==> config.mk <==
export PLATFORM = sky130hd
export DESIGN_NAME = spi_reg_loader
export DESIGN_NICKNAME = d
export VERILOG_FILES = /design/src/rtl/spi_reg_loader.sv
export SDC_FILE = /design/constraint.sdc
export NUM_CORES = 1
export LEC_CHECK = 0
export ABC_CLOCK_PERIOD_IN_PS = 2400
export CAP_MARGIN = 10
export CORE_MARGIN = 10
export CORE_UTILIZATION = 33
export CTS_BUF_LIST = sky130_fd_sc_hd__clkbuf_16
export DETAILED_ROUTE_END_ITERATION = 12
export GPL_ROUTABILITY_DRIVEN = 0
export PLACE_DENSITY = 0.62
export SETUP_SLACK_MARGIN = 0.5
export SLEW_MARGIN = 20
export SYNTH_ARGS = -nofsm -noshare
export SYNTH_HDL_FRONTEND = slang
export SYNTH_SLANG_ARGS = --single-unit
==> constraint.sdc <==
create_clock -name clk -period 2.4 [get_ports clk]
set_input_delay 0.48 -clock clk [delete_from_list [all_inputs] [get_ports clk]]
set_output_delay 0.48 -clock clk [all_outputs]
set_load 0.03 [all_outputs]
==> src/rtl/spi_reg_loader.sv <==
// SPI mode-0 slave that turns 16-bit frames into single-cycle register writes in the clk domain.
// Strobe latency is SYNC_STAGES+1 clk after cs_n rise is sampled; no backpressure, one write per frame.
module spi_reg_loader #(
    parameter int ADDR_W      = 3,
    parameter int DATA_W      = 8,
    parameter int SYNC_STAGES = 2
) (
    input  logic              clk,
    input  logic              rst_n,
    input  logic              spi_sclk,
    input  logic              spi_cs_n,
    input  logic              spi_mosi,
    output logic              wr_strobe,
    output logic [ADDR_W-1:0] wr_addr,
    output logic [DATA_W-1:0] wr_data,
    output logic              busy,
    output logic              frame_err
);

    logic [SYNC_STAGES-1:0] sclk_sync_q, cs_sync_q, mosi_sync_q;
    logic                   sclk_prev_q, cs_prev_q;
    logic [SYNC_STAGES:0]   vld_q;
    logic                   armed_q, armed_d;

    logic sclk_s, cs_s, mosi_s;
    logic sclk_rise, cs_rise, cs_fall;
    logic sclk_rise_q, cs_rise_q, cs_fall_q, mosi_q;

    logic [15:0]       shift_q, shift_d;
    logic [4:0]        cnt_q, cnt_d;
    logic              busy_q, busy_d;
    logic              err_q, err_d;
    logic              strobe_q, strobe_d;
    logic [ADDR_W-1:0] addr_q, addr_d;
    logic [DATA_W-1:0] data_q, data_d;

    assign sclk_s = sclk_sync_q[SYNC_STAGES-1];
    assign cs_s   = cs_sync_q[SYNC_STAGES-1];
    assign mosi_s = mosi_sync_q[SYNC_STAGES-1];

    // A falling cs_n only opens a frame once a genuine idle-high level has been
    // seen since reset, so a frame cut by reset is ignored until cs_n cycles.
    assign sclk_rise = sclk_s & ~sclk_prev_q;
    assign cs_rise   = cs_s & ~cs_prev_q;
    assign cs_fall   = ~cs_s & cs_prev_q & armed_q;

    always_ff @(posedge clk or negedge rst_n) begin
        if (!rst_n) begin
            sclk_sync_q <= '0;
            cs_sync_q   <= '1;
            mosi_sync_q <= '0;
            sclk_prev_q <= 1'b0;
            cs_prev_q   <= 1'b1;
            vld_q       <= '0;
            armed_q     <= 1'b0;
            sclk_rise_q <= 1'b0;
            cs_rise_q   <= 1'b0;
            cs_fall_q   <= 1'b0;
            mosi_q      <= 1'b0;
        end else begin
            sclk_sync_q <= {sclk_sync_q[SYNC_STAGES-2:0], spi_sclk};
            cs_sync_q   <= {cs_sync_q[SYNC_STAGES-2:0], spi_cs_n};
            mosi_sync_q <= {mosi_sync_q[SYNC_STAGES-2:0], spi_mosi};
            sclk_prev_q <= sclk_s;
            cs_prev_q   <= cs_s;
            vld_q       <= {vld_q[SYNC_STAGES-1:0], 1'b1};
            armed_q     <= armed_d;
            sclk_rise_q <= sclk_rise;
            cs_rise_q   <= cs_rise;
            cs_fall_q   <= cs_fall;
            mosi_q      <= mosi_s;
        end
    end

    always_comb begin
        shift_d  = shift_q;
        cnt_d    = cnt_q;
        busy_d   = busy_q;
        err_d    = err_q;
        strobe_d = 1'b0;
        addr_d   = addr_q;
        data_d   = data_q;
        armed_d  = armed_q | (vld_q[SYNC_STAGES] & cs_prev_q);
        if (cs_fall_q) begin
            shift_d = '0;
            cnt_d   = '0;
            busy_d  = 1'b1;
        end else if (cs_rise_q) begin
            // a coincident sclk rise is dropped; classify on bits already counted
            busy_d = 1'b0;
            if (busy_q) begin
                if (cnt_q == 5'd16) begin
                    if (shift_q[15]) begin
                        strobe_d = 1'b1;
                        addr_d   = shift_q[8 +: ADDR_W];
                        data_d   = shift_q[DATA_W-1:0];
                        err_d    = 1'b0;
                    end
                end else begin
                    err_d = 1'b1;
                end
            end
        end else if (sclk_rise_q && busy_q) begin
            shift_d = {shift_q[14:0], mosi_q};
            if (cnt_q != 5'd17) begin
                cnt_d = cnt_q + 5'd1;
            end
        end
    end

    always_ff @(posedge clk or negedge rst_n) begin
        if (!rst_n) begin
            shift_q  <= '0;
            cnt_q    <= '0;
            busy_q   <= 1'b0;
            err_q    <= 1'b0;
            strobe_q <= 1'b0;
            addr_q   <= '0;
            data_q   <= '0;
        end else begin
            shift_q  <= shift_d;
            cnt_q    <= cnt_d;
            busy_q   <= busy_d;
            err_q    <= err_d;
            strobe_q <= strobe_d;
            addr_q   <= addr_d;
            data_q   <= data_d;
        end
    end

    assign wr_strobe = strobe_q;
    assign wr_addr   = addr_q;
    assign wr_data   = data_q;
    assign busy      = busy_q;
    assign frame_err = err_q;

endmodule

==> metrics.yaml <==
cts:
  clock_path_buffers: 2
  root_buffer: "clkbuf_16"
  tritoncts: "yes"
  cts_made_buffers: 5
  clock-sinks: 51
  clk_pin_slew_ns: 0.06
  clk_latency_ns: 0.28
  postCtsSetupRepairBufs: 0
  htree_levels: 2
logic_synthesis:
  yosys_register_bits: 51
  yosys_warnings: 0
  syn-cell-area_um2: 1974
  synth.avg_cell_area_um2: 12.34
  netlist_instances: 160
  ys_top_cells_by_count: "48 x dfrtp_1, 35 x nand2_1, 18 x a21oi_1"
  yosysMostFrequentCell: "dfrtp_1"
  ys_top_cells_by_area: "dfrtp_1 61%, mux2_4 6.8%, nand2_1 6.7%"
  synthArstFlopShare: 1.000
  synth_top_area_frac: 0.6084
  syn_nets: 168
  yosysSeqAreaShare: 0.6483
  synthFlopType: "dfrtp_1"
  synth-edff-count: 0
  synth_top_cell_by_area: "dfrtp_1"
  ys_types: 29
layout:
  final_core_util: 0.4068
  fin_nets: 190
  area_delta_synth_final_pct: 20.53
  stdcell_area_um2: 2380
  final_layout_size_suffix_gt1_frac: 0.1585
  diodes: 0
  fillers: 533
die:
  chipHeight_um: 97.35
  start_util: 0.3375
  rows: 28
  ioPinCount: 19
  coreArea_um2: 5851
  die_x_um: 97.35
  die_area_um2: 9477
power_and_ir_drop:
  worst_ir_drop_vdd_mv: 0.3407
  leakagePower_nw: 1.102
  p_per_area_nw_per_um2: 691.7
routing:
  dr_total_vias: 1191
  dr.pass1.iters: 4
  ant_nets: 0
  totalWireLength_mm: 3.153
  route.detailed.drc: 0
  avgRoutedWirePerCell_um: 12.22
  post_drt_via_cell_ratio: 4.616
  drt_iter0_markers: 57
sta:
  tightest_slew_ns: 0.5774
  maxSlewViolCount: 0
  holdWs_ns: 0.1922
  tns_ns: 0
  fin_crit_ns: 1.817
  period_share: 0.7572
  clock_skew_ns: 0.003965
  hold_viol_final: 0
  slew_headroom: 0.6151
  rsz0062_at_grt: "no"
  finalSetupViolations: 0
  fmax_ghz: 0.5503
placement:
  portBuffers: 18
  hpwl_mm: 2.166
  placed_cell_area_um2: 2243
setup_path:
  crit_slowest_cell: "clkdlybuf4s50_1"
  crit_path_cell_trace: "clkdlybuf4s50_1"
  critPathArrivalTime_ns: 1.34
  cp_num_buf_inv: 1
  crit_fanout: 2
  crit_required_ns: 1.92
  crit_path_start_kind: "flop"
  critPathKind: "flop to output pin"
  crit_path_end_kind: "output pin"
  slowest_delay_ns: 0.68
  critPathTopFamily: "buffers and inverters"
global_route:
  grt_pass1_vias: 1237
  grt-ovfl-total: 0
  grt_pass1_wl_mm: 5.858
  grt_max_degree: 28
  grt.total_usage: 0.07440
  antenna_found_initial: 0
hold_path:
  hold_path_class: "input pin to async pin"
job:
  drv_cap: 0
run_status:
  status: "complete, no violations"
-- cell type report --
class	instances	area (um2)	area share
inverters	5	18.77	0.007886
flip-flops and latches	51	1280	0.5379
clock buffers	5	125.1	0.05258
multi-input cells	97	633.1	0.2660
well taps	75	93.84	0.03943
clock inverters	3	12.51	0.005258
repair buffers	22	216.5	0.09096
-- report_power, final --
part	switching (mW)	leakage, nW	total [mW]	internal [mW]
logic	0.0551	0.362	0.0877	0.0327
registers	0.0171	0.664	0.901	0.884
clock network	0.280	0.0762	0.657	0.377
-- metrics by stage --
step | worst slack (ns) | cells | power (mW)
floorplan | 0.6494 | 160 | 0.9642
global placement | 0.6267 | 250 | 1.008
detailed placement | 0.5976 | 250 | 1.010
CTS | 0.5597 | 258 | 1.675
global route | 0.5343 | 258 | 1.735
finish | 0.5827 | 258 | 1.646
-- layer usage --
metal	vias to the layer above	track usage	share of wire
met5	-	0	0
met4	0	0.03356	0.019
met3	7	0.03698	0.076
met2	21	0.1116	0.44
met1	590	0.08721	0.47
li1	573	-	-
-- repair_timing --
item	4_1_cts	5_1_grt
gates resized for setup	1	0
hold buffers	0	0
cloned	0	0
pin swaps	0	1
endpoints found under the setup margin	1	4
-- registers in the layout (all words and copies together), names as in the netlist --
| register | count |
|---|---|
| sclk_prev_q | 1 |
| mosi_q | 1 |
| wr_strobe | 1 |
| armed_q | 1 |
| wr_data | 8 |
| cnt_q | 5 |
| cs_fall_q | 1 |
| sclk_sync_q | 2 |
| frame_err | 1 |
| sclk_rise_q | 1 |
| cs_rise_q | 1 |
| cs_prev_q | 1 |
| wr_addr | 3 |
| shift_q | 16 |
| cs_sync_q | 2 |
| mosi_sync_q | 2 |
| vld_q | 3 |
| busy | 1 |
-- kinds of logic (layout without fill, tap and decap cells) --
group / Yosys count / count (layout) / synth area share
other: 1 / 1 / 0.001899
DFF: 51 / 51 / 0.6483
buffers and inverters: 12 / 35 / 0.03105
AOI/OAI and AO/OA: 25 / 25 / 0.07224
adders and majority gates: 3 / 3 / 0.01901
muxes: 14 / 14 / 0.09632
and+or+nand+nor: 54 / 54 / 0.1312
-- placed cells by master, fill, tap and decap left out, types with 4 or more instances in the layout --
master           count
dfrtp_1             48
mux2_2               4
nor2_1               6
nand2_1             35
clkdlybuf4s50_1     16
mux2_4               9
clkbuf_16            5
inv_1                7
a21oi_1             18
-- final timing paths --
path / slack, ns / from / cells after the start / endpoint
max: 0.58 / wr_addr[2]$_DFFE_PN0P_ / 1 / wr_addr[2]
min: 0.19 / rst_n / 1 / sclk_sync_q[1]$_DFF_PN0_
max reg2reg: 0.66 / cnt_q[0]$_DFFE_PN0P_ / 5 / wr_addr[2]$_DFFE_PN0P_
min reg2reg: 0.35 / sclk_sync_q[0]$_DFF_PN0_ / 0 / sclk_sync_q[1]$_DFF_PN0_
max in group asynchronous: 1.60 / rst_n / 2 / cs_sync_q[1]$_DFF_PN1_
min in group clk: 0.35 / sclk_sync_q[0]$_DFF_PN0_ / 0 / sclk_sync_q[1]$_DFF_PN0_
Power figures use the tool's default switching activity.
